===== src/rtl/arb_pkg.sv =====
// Shared types for the round-robin arbiter: FSM state encoding and the no-grant id.
// The optional lock feature is enabled by defining ARB_RR_LOCK_EN.
package arb_pkg;

    typedef enum logic {
        ARB_IDLE  = 1'b0,
        ARB_GRANT = 1'b1
    } arb_state_e;

    // gnt_id carries the value NUM_REQ whenever no grant is presented.
    function automatic int unsigned no_grant_id(input int unsigned num_req);
        return num_req;
    endfunction

endpackage


===== src/rtl/rr_pick.sv =====
// Combinational round-robin pick: rotate req so ptr lands at bit 0, find the first
// set bit with fixed priority, then rotate the index back into requester space.
module rr_pick #(
    parameter  int NUM_REQ = 4,
    localparam int PTR_W   = (NUM_REQ > 1) ? $clog2(NUM_REQ) : 1
) (
    input  logic [NUM_REQ-1:0] req,
    input  logic [PTR_W-1:0]   ptr,
    output logic               found,
    output logic [PTR_W-1:0]   idx
);

    logic [NUM_REQ-1:0] rot;
    logic [PTR_W-1:0]   first;
    int                 src;
    int                 sum;

    always_comb begin
        rot   = '0;
        src   = 0;
        first = '0;
        sum   = 0;

        for (int i = 0; i < NUM_REQ; i++) begin
            src = i + int'(ptr);
            if (src >= NUM_REQ) begin
                src = src - NUM_REQ;
            end
            rot[i] = req[src];
        end

        found = |rot;

        // Scan downward so the lowest set bit wins.
        for (int i = NUM_REQ - 1; i >= 0; i--) begin
            if (rot[i]) begin
                first = PTR_W'(i);
            end
        end

        sum = int'(first) + int'(ptr);
        if (sum >= NUM_REQ) begin
            sum = sum - NUM_REQ;
        end
        idx = PTR_W'(sum);
    end

endmodule


===== src/rtl/arbiter_rr.sv =====
// Round-robin arbiter with a registered grant held until accepted via valid/ready.
// Defining ARB_RR_LOCK_EN adds a lock input that lets the current winner burst.
module arbiter_rr
    import arb_pkg::*;
#(
    parameter  int NUM_REQ = 4,
    localparam int ID_W    = $clog2(NUM_REQ + 1),
    localparam int PTR_W   = (NUM_REQ > 1) ? $clog2(NUM_REQ) : 1
) (
    input  logic               clk,
    input  logic               rst_n,
    input  logic [NUM_REQ-1:0] req,
`ifdef ARB_RR_LOCK_EN
    input  logic               lock,
`endif
    output logic               gnt_valid,
    input  logic               gnt_ready,
    output logic [ID_W-1:0]    gnt_id,
    output logic [NUM_REQ-1:0] gnt_onehot
);

    localparam logic [ID_W-1:0] NO_GRANT = ID_W'(no_grant_id(NUM_REQ));

    // Handshake: a grant transfers on any rising edge where gnt_valid && gnt_ready;
    // until then gnt_id/gnt_onehot/gnt_valid are frozen regardless of req.
    arb_state_e         state_q, state_d;
    logic [PTR_W-1:0]   ptr_q, ptr_d;
    logic [ID_W-1:0]    gnt_id_q, gnt_id_d;
    logic [NUM_REQ-1:0] gnt_onehot_q, gnt_onehot_d;

    logic               transfer;
    logic               regrant;
    logic [PTR_W-1:0]   cur_idx;
    logic [PTR_W-1:0]   inc_ptr;
    logic               pick_found;
    logic [PTR_W-1:0]   pick_idx;

    rr_pick #(.NUM_REQ(NUM_REQ)) u_pick (
        .req   (req),
        .ptr   (ptr_d),
        .found (pick_found),
        .idx   (pick_idx)
    );

    always_comb begin
        state_d      = state_q;
        ptr_d        = ptr_q;
        gnt_id_d     = gnt_id_q;
        gnt_onehot_d = gnt_onehot_q;
        regrant      = 1'b0;

        transfer = (state_q == ARB_GRANT) && gnt_ready;
        cur_idx  = PTR_W'(gnt_id_q);
        inc_ptr  = (gnt_id_q == ID_W'(NUM_REQ - 1)) ? '0 : PTR_W'(gnt_id_q + 1'b1);

        if (transfer) begin
            ptr_d = inc_ptr;
`ifdef ARB_RR_LOCK_EN
            // A locked transfer keeps the winner as long as it still requests.
            if (lock && req[cur_idx]) begin
                ptr_d   = ptr_q;
                regrant = 1'b1;
            end
`endif
        end

        if ((state_q == ARB_IDLE) || transfer) begin
            if (regrant) begin
                state_d = ARB_GRANT;
            end else if (pick_found) begin
                state_d      = ARB_GRANT;
                gnt_id_d     = ID_W'(pick_idx);
                gnt_onehot_d = NUM_REQ'(1) << pick_idx;
            end else begin
                state_d      = ARB_IDLE;
                gnt_id_d     = NO_GRANT;
                gnt_onehot_d = '0;
            end
        end
    end

    always_ff @(posedge clk or negedge rst_n) begin
        if (!rst_n) begin
            state_q      <= ARB_IDLE;
            ptr_q        <= '0;
            gnt_id_q     <= NO_GRANT;
            gnt_onehot_q <= '0;
        end else begin
            state_q      <= state_d;
            ptr_q        <= ptr_d;
            gnt_id_q     <= gnt_id_d;
            gnt_onehot_q <= gnt_onehot_d;
        end
    end

    assign gnt_valid  = (state_q == ARB_GRANT);
    assign gnt_id     = gnt_id_q;
    assign gnt_onehot = gnt_onehot_q;

endmodule


===== config.mk =====
export PLATFORM = sky130hd
export DESIGN_NAME = arbiter_rr
export DESIGN_NICKNAME = d
export VERILOG_FILES = /design/src/rtl/arb_pkg.sv /design/src/rtl/rr_pick.sv /design/src/rtl/arbiter_rr.sv
export SDC_FILE = /design/constraint.sdc
export NUM_CORES = 1
export LEC_CHECK = 0
export CORE_AREA = 3 3 40 42
export DETAILED_ROUTE_END_ITERATION = 12
export DIE_AREA = 0 0 43 45
export DONT_BUFFER_PORTS = 1
export GPL_TIMING_DRIVEN = 0
export PLACE_DENSITY = 0.68
export SLEW_MARGIN = 20
export SYNTH_ARGS = -nofsm -noshare
export SYNTH_HDL_FRONTEND = slang
export SYNTH_HIERARCHICAL = 1
export SYNTH_SLANG_ARGS = --single-unit

===== constraint.sdc =====
create_clock -name clk -period 2.7 [get_ports clk]
set_clock_uncertainty 0.15 [all_clocks]
set_input_delay 0.54 -clock clk [delete_from_list [all_inputs] [get_ports clk]]
set_output_delay 0.54 -clock clk [all_outputs]
set_load 0.005 [all_outputs]

==> impl_metrics.csv <==
group,metric,value,unit
run_status,violations,"setup timing",
logic_synthesis,synth_flop_cell,"dfrtp_1",
clock_network,cts_tree,"done",
timing,finalSetupViolCount,4,
detailed_routing,vias_per_cell,5.78,
floorplan,start_util,50.0,%
worst_setup_path,crit_family,"compound AO/OA/AOI/OAI gates",
power_and_ir_drop,power.share.switching,35.1,%
placement,port-buffer-count,0,
logic_synthesis,syn_inst,62,
timing,finalCriticalPeriod,2.84,ns
floorplan,die-area,0.00194,mm^2
timing,hold_slack,0.305,ns
timing,final_hold_viol_count,0,
power_and_ir_drop,p_sw,324,uW
floorplan,design.core.area,0.00128,mm^2
logic_synthesis,yosys.area_share.adder,3.90,%
clock_network,clockRootBuffer,"clkbuf_4",
grt,grt_usage,13.6,%
logic_synthesis,synth-seq-area-share,39.2,%
min_path,hold_class,"in -> reg",
detailed_routing,first_iter_violations,4,
worst_setup_path,cp.arrival,2.83,ns
grt,grt_pass1_vias,478,
finish,fillCellCount,110,
logic_synthesis,async_reset_ff_share,100,%
finish,finalInstanceArea,807,um^2
logic_synthesis,syn-cell-area,642,um^2
worst_setup_path,max_stage_delay,0.46,ns
timing,finalCritPeriodShare,105,%
placement,post-place-cells,77,
worst_setup_path,crit_type,"reg -> reg",
run_status,status,"complete, but fails checks",
clock_network,clockBufferDepth,2,
logic_synthesis,yosys_warnings,6,
worst_setup_path,critPathSlowestCell,"dfrtp_2",
logic_synthesis,synthMuxAreaShare,14.8,%
power_and_ir_drop,p_leak,0.000361,uW
power_and_ir_drop,ir_drop,0.553,mV
detailed_routing,num_vias,497,
job,drv_cap,0,
logic_synthesis,synth_top_family_by_area,"simple AND/OR/NAND/NOR gates",
floorplan,die_w,43,um
finish,layout_commonest_cell,"dfrtp_1",
placement,place.gp.congestion,0.652,
grt,antenna_found_initial,0,
power_and_ir_drop,clkPwrFrac,11.3,%
logic_synthesis,yosysTopAreaCellShare,35.1,%
grt,grt_max_degree,11,
logic_synthesis,syn_avg_cell_area,10.4,um^2
logic_synthesis,synth_cell_types,28,
clock_network,path_clk_slew,0.06,ns
logic_synthesis,synth_xor_area_share,2.73,%
finish,nets,81,
timing,max_slew.worst_pin.slew,0.446,ns
placement,dpl_cell_area,683,um^2
floorplan,ios,15,
worst_setup_path,worst_ep_required_time,2.70,ns
power_and_ir_drop,power_frac_seq,28.3,%
worst_setup_path,start_kind,"register",
clock_network,cts.sinks,10,
logic_synthesis,synth-simple-area-share,19.9,%
logic_synthesis,synth-compound-area-share,15.2,%
timing,slew-limit-headroom,70.2,%
worst_setup_path,timing.critical_path.mode_cell,"xnor2_2",
worst_setup_path,cp-end-kind,"register",
worst_setup_path,cp.buffers_inverters,2,
power_and_ir_drop,power.internal,599,uW
power_and_ir_drop,powerDensity,1140,mW/mm^2
worst_setup_path,rrSetupSlack,-0.14,ns
clock_network,clk_latency,0.26,ns
finish,layout_common_cells,"dfrtp_1, nand2_1, mux2_4",
detailed_routing,drt_first_pass_iters,4,
worst_setup_path,path_cells,"ha_4 > nor2b_4 > o31ai_4 > buf_6 > buf_4 > a2bb2oi_1 > o211ai_1 > o21a_1 > ha_2 > xnor2_2 > xnor2_2 > and3b_1 > mux2_4",
detailed_routing,wl_per_cell,13.3,um
logic_synthesis,synth_seq_cells,10,
floorplan,rows,13,
finish,area_growth,25.7,%
power_and_ir_drop,p_comb_share,60.4,%
logic_synthesis,synth.area.top_cells,"dfrtp_1, mux2_4, dfstp_2",
worst_setup_path,crit_fanout,5,
finish,fin_cells,86,
detailed_routing,drc,0,
finish,drive_gt1_share,40.8,%
timing,max_clock_freq,353,MHz
detailed_routing,ant_nets,0,
clock_network,htreeDepth,1,
clock_network,numCtsBuffers,3,
timing,rsz0062_at_grt,"true",
placement,pre_cts_slack,-0.284,ns
timing,worst_slack,-0.136,ns
finish,final_core_util,62.8,%
grt,grt_first_pass_wirelength,1960,um
timing,maxSlewViolCount,0,
grt,overflow,0,
floorplan,die_height,45,um
finish,insertedDiodeCount,0,
placement,dp_hpwl,816,um
detailed_routing,routed_wl,1150,um
logic_synthesis,syn_nets,71,
logic_synthesis,synth_top_cell_by_area,"dfrtp_1",
logic_synthesis,synth_edf_count,0,
[kinds of logic after synthesis]
kind of cell	count (synthesis)
AOI/OAI and AO/OA	13
muxes	7
adders and majority gates	2
buffers and inverters	5
DFF	10
xor gates and xnor gates	2
and+or+nand+nor	23
[final timing paths]
kind / start / depth (start not counted) / endpoint
setup / recovery: gnt_id[0]$_DFFE_PN0P_ / 13 / gnt_onehot[1]$_DFFE_PN0P_
hold reg to reg: gnt_onehot[2]$_DFFE_PN0P_ / 1 / gnt_onehot[2]$_DFFE_PN0P_
setup reg to reg: gnt_id[0]$_DFFE_PN0P_ / 13 / gnt_onehot[1]$_DFFE_PN0P_
min in group asynchronous: rst_n / 1 / gnt_onehot[2]$_DFFE_PN0P_
hold / removal: gnt_ready / 2 / gnt_id[2]$_DFFE_PN1P_
max in group asynchronous: rst_n / 1 / gnt_id[2]$_DFFE_PN1P_
[metal layers]
layer  share of wire, %  global-route usage [%]  routed length, um
met5                  0                       0                  0
met2                 46                    20.1                524
met1                 46                    17.0                533
met3                6.3                    5.58                 72
met4                1.5                    7.23                 17
[area by class of cell]
cell class                      instances  area (um^2)  area share [%]
Buffer                                  2         22.5            2.79
Clock buffer                            4         26.3            3.26
Inverter                                3         11.3            1.40
Multi-Input combinational cell         47          434            53.8
Sequential cell                        10          254            31.5
Tap cell                               15         18.8            2.33
Timing Repair Buffer                    5         40.0            4.96
[metrics by stage]
step | power, uW | TNS (ns)
4_1_cts | 841 | -0.338
6_report | 923 | -0.239
5_1_grt | 996 | -0.683
2_1_floorplan | 626 | -0.0853
3_3_place_gp | 681 | -0.760
3_5_place_dp | 689 | -0.820
[Yosys cell counts, drive strengths merged, types with 2 or more instances]
cell type / number
mux2: 5
a21bo: 2
xnor2: 2
dfrtp: 9
nand2: 7
o31ai: 2
nand2b: 2
ha: 2
a21oi: 3
nor3b: 2
buf: 2
nor2b: 3
and3b: 2
nor2: 3
mux2i: 2
inv: 3
[registers in the layout, summed over array words and instances, names as in the netlist]
name        count
gnt_valid       1
ptr_q           2
gnt_id          3
gnt_onehot      4
[power groups by stage]
stage                     logic, uW  registers [uW]  clock network [uW]
after floorplan                 385             241                   0
final                           558             261                 104
after global routing            610             269                 117
after detailed placement        437             252                   0
after global placement          429             252                   0
after CTS                       483             249                 109
[repair_timing]
action / 4_1_cts / 5_1_grt
endpoints found under the setup margin: 4 / 5
hold endpoints to repair: 10 / 0
pin swaps: 2 / 2
setup buffers: 2 / 2
resized for setup: 2 / 11
hold buffers: 1 / 0
No activity file was read; power rests on OpenSTA's default activity.
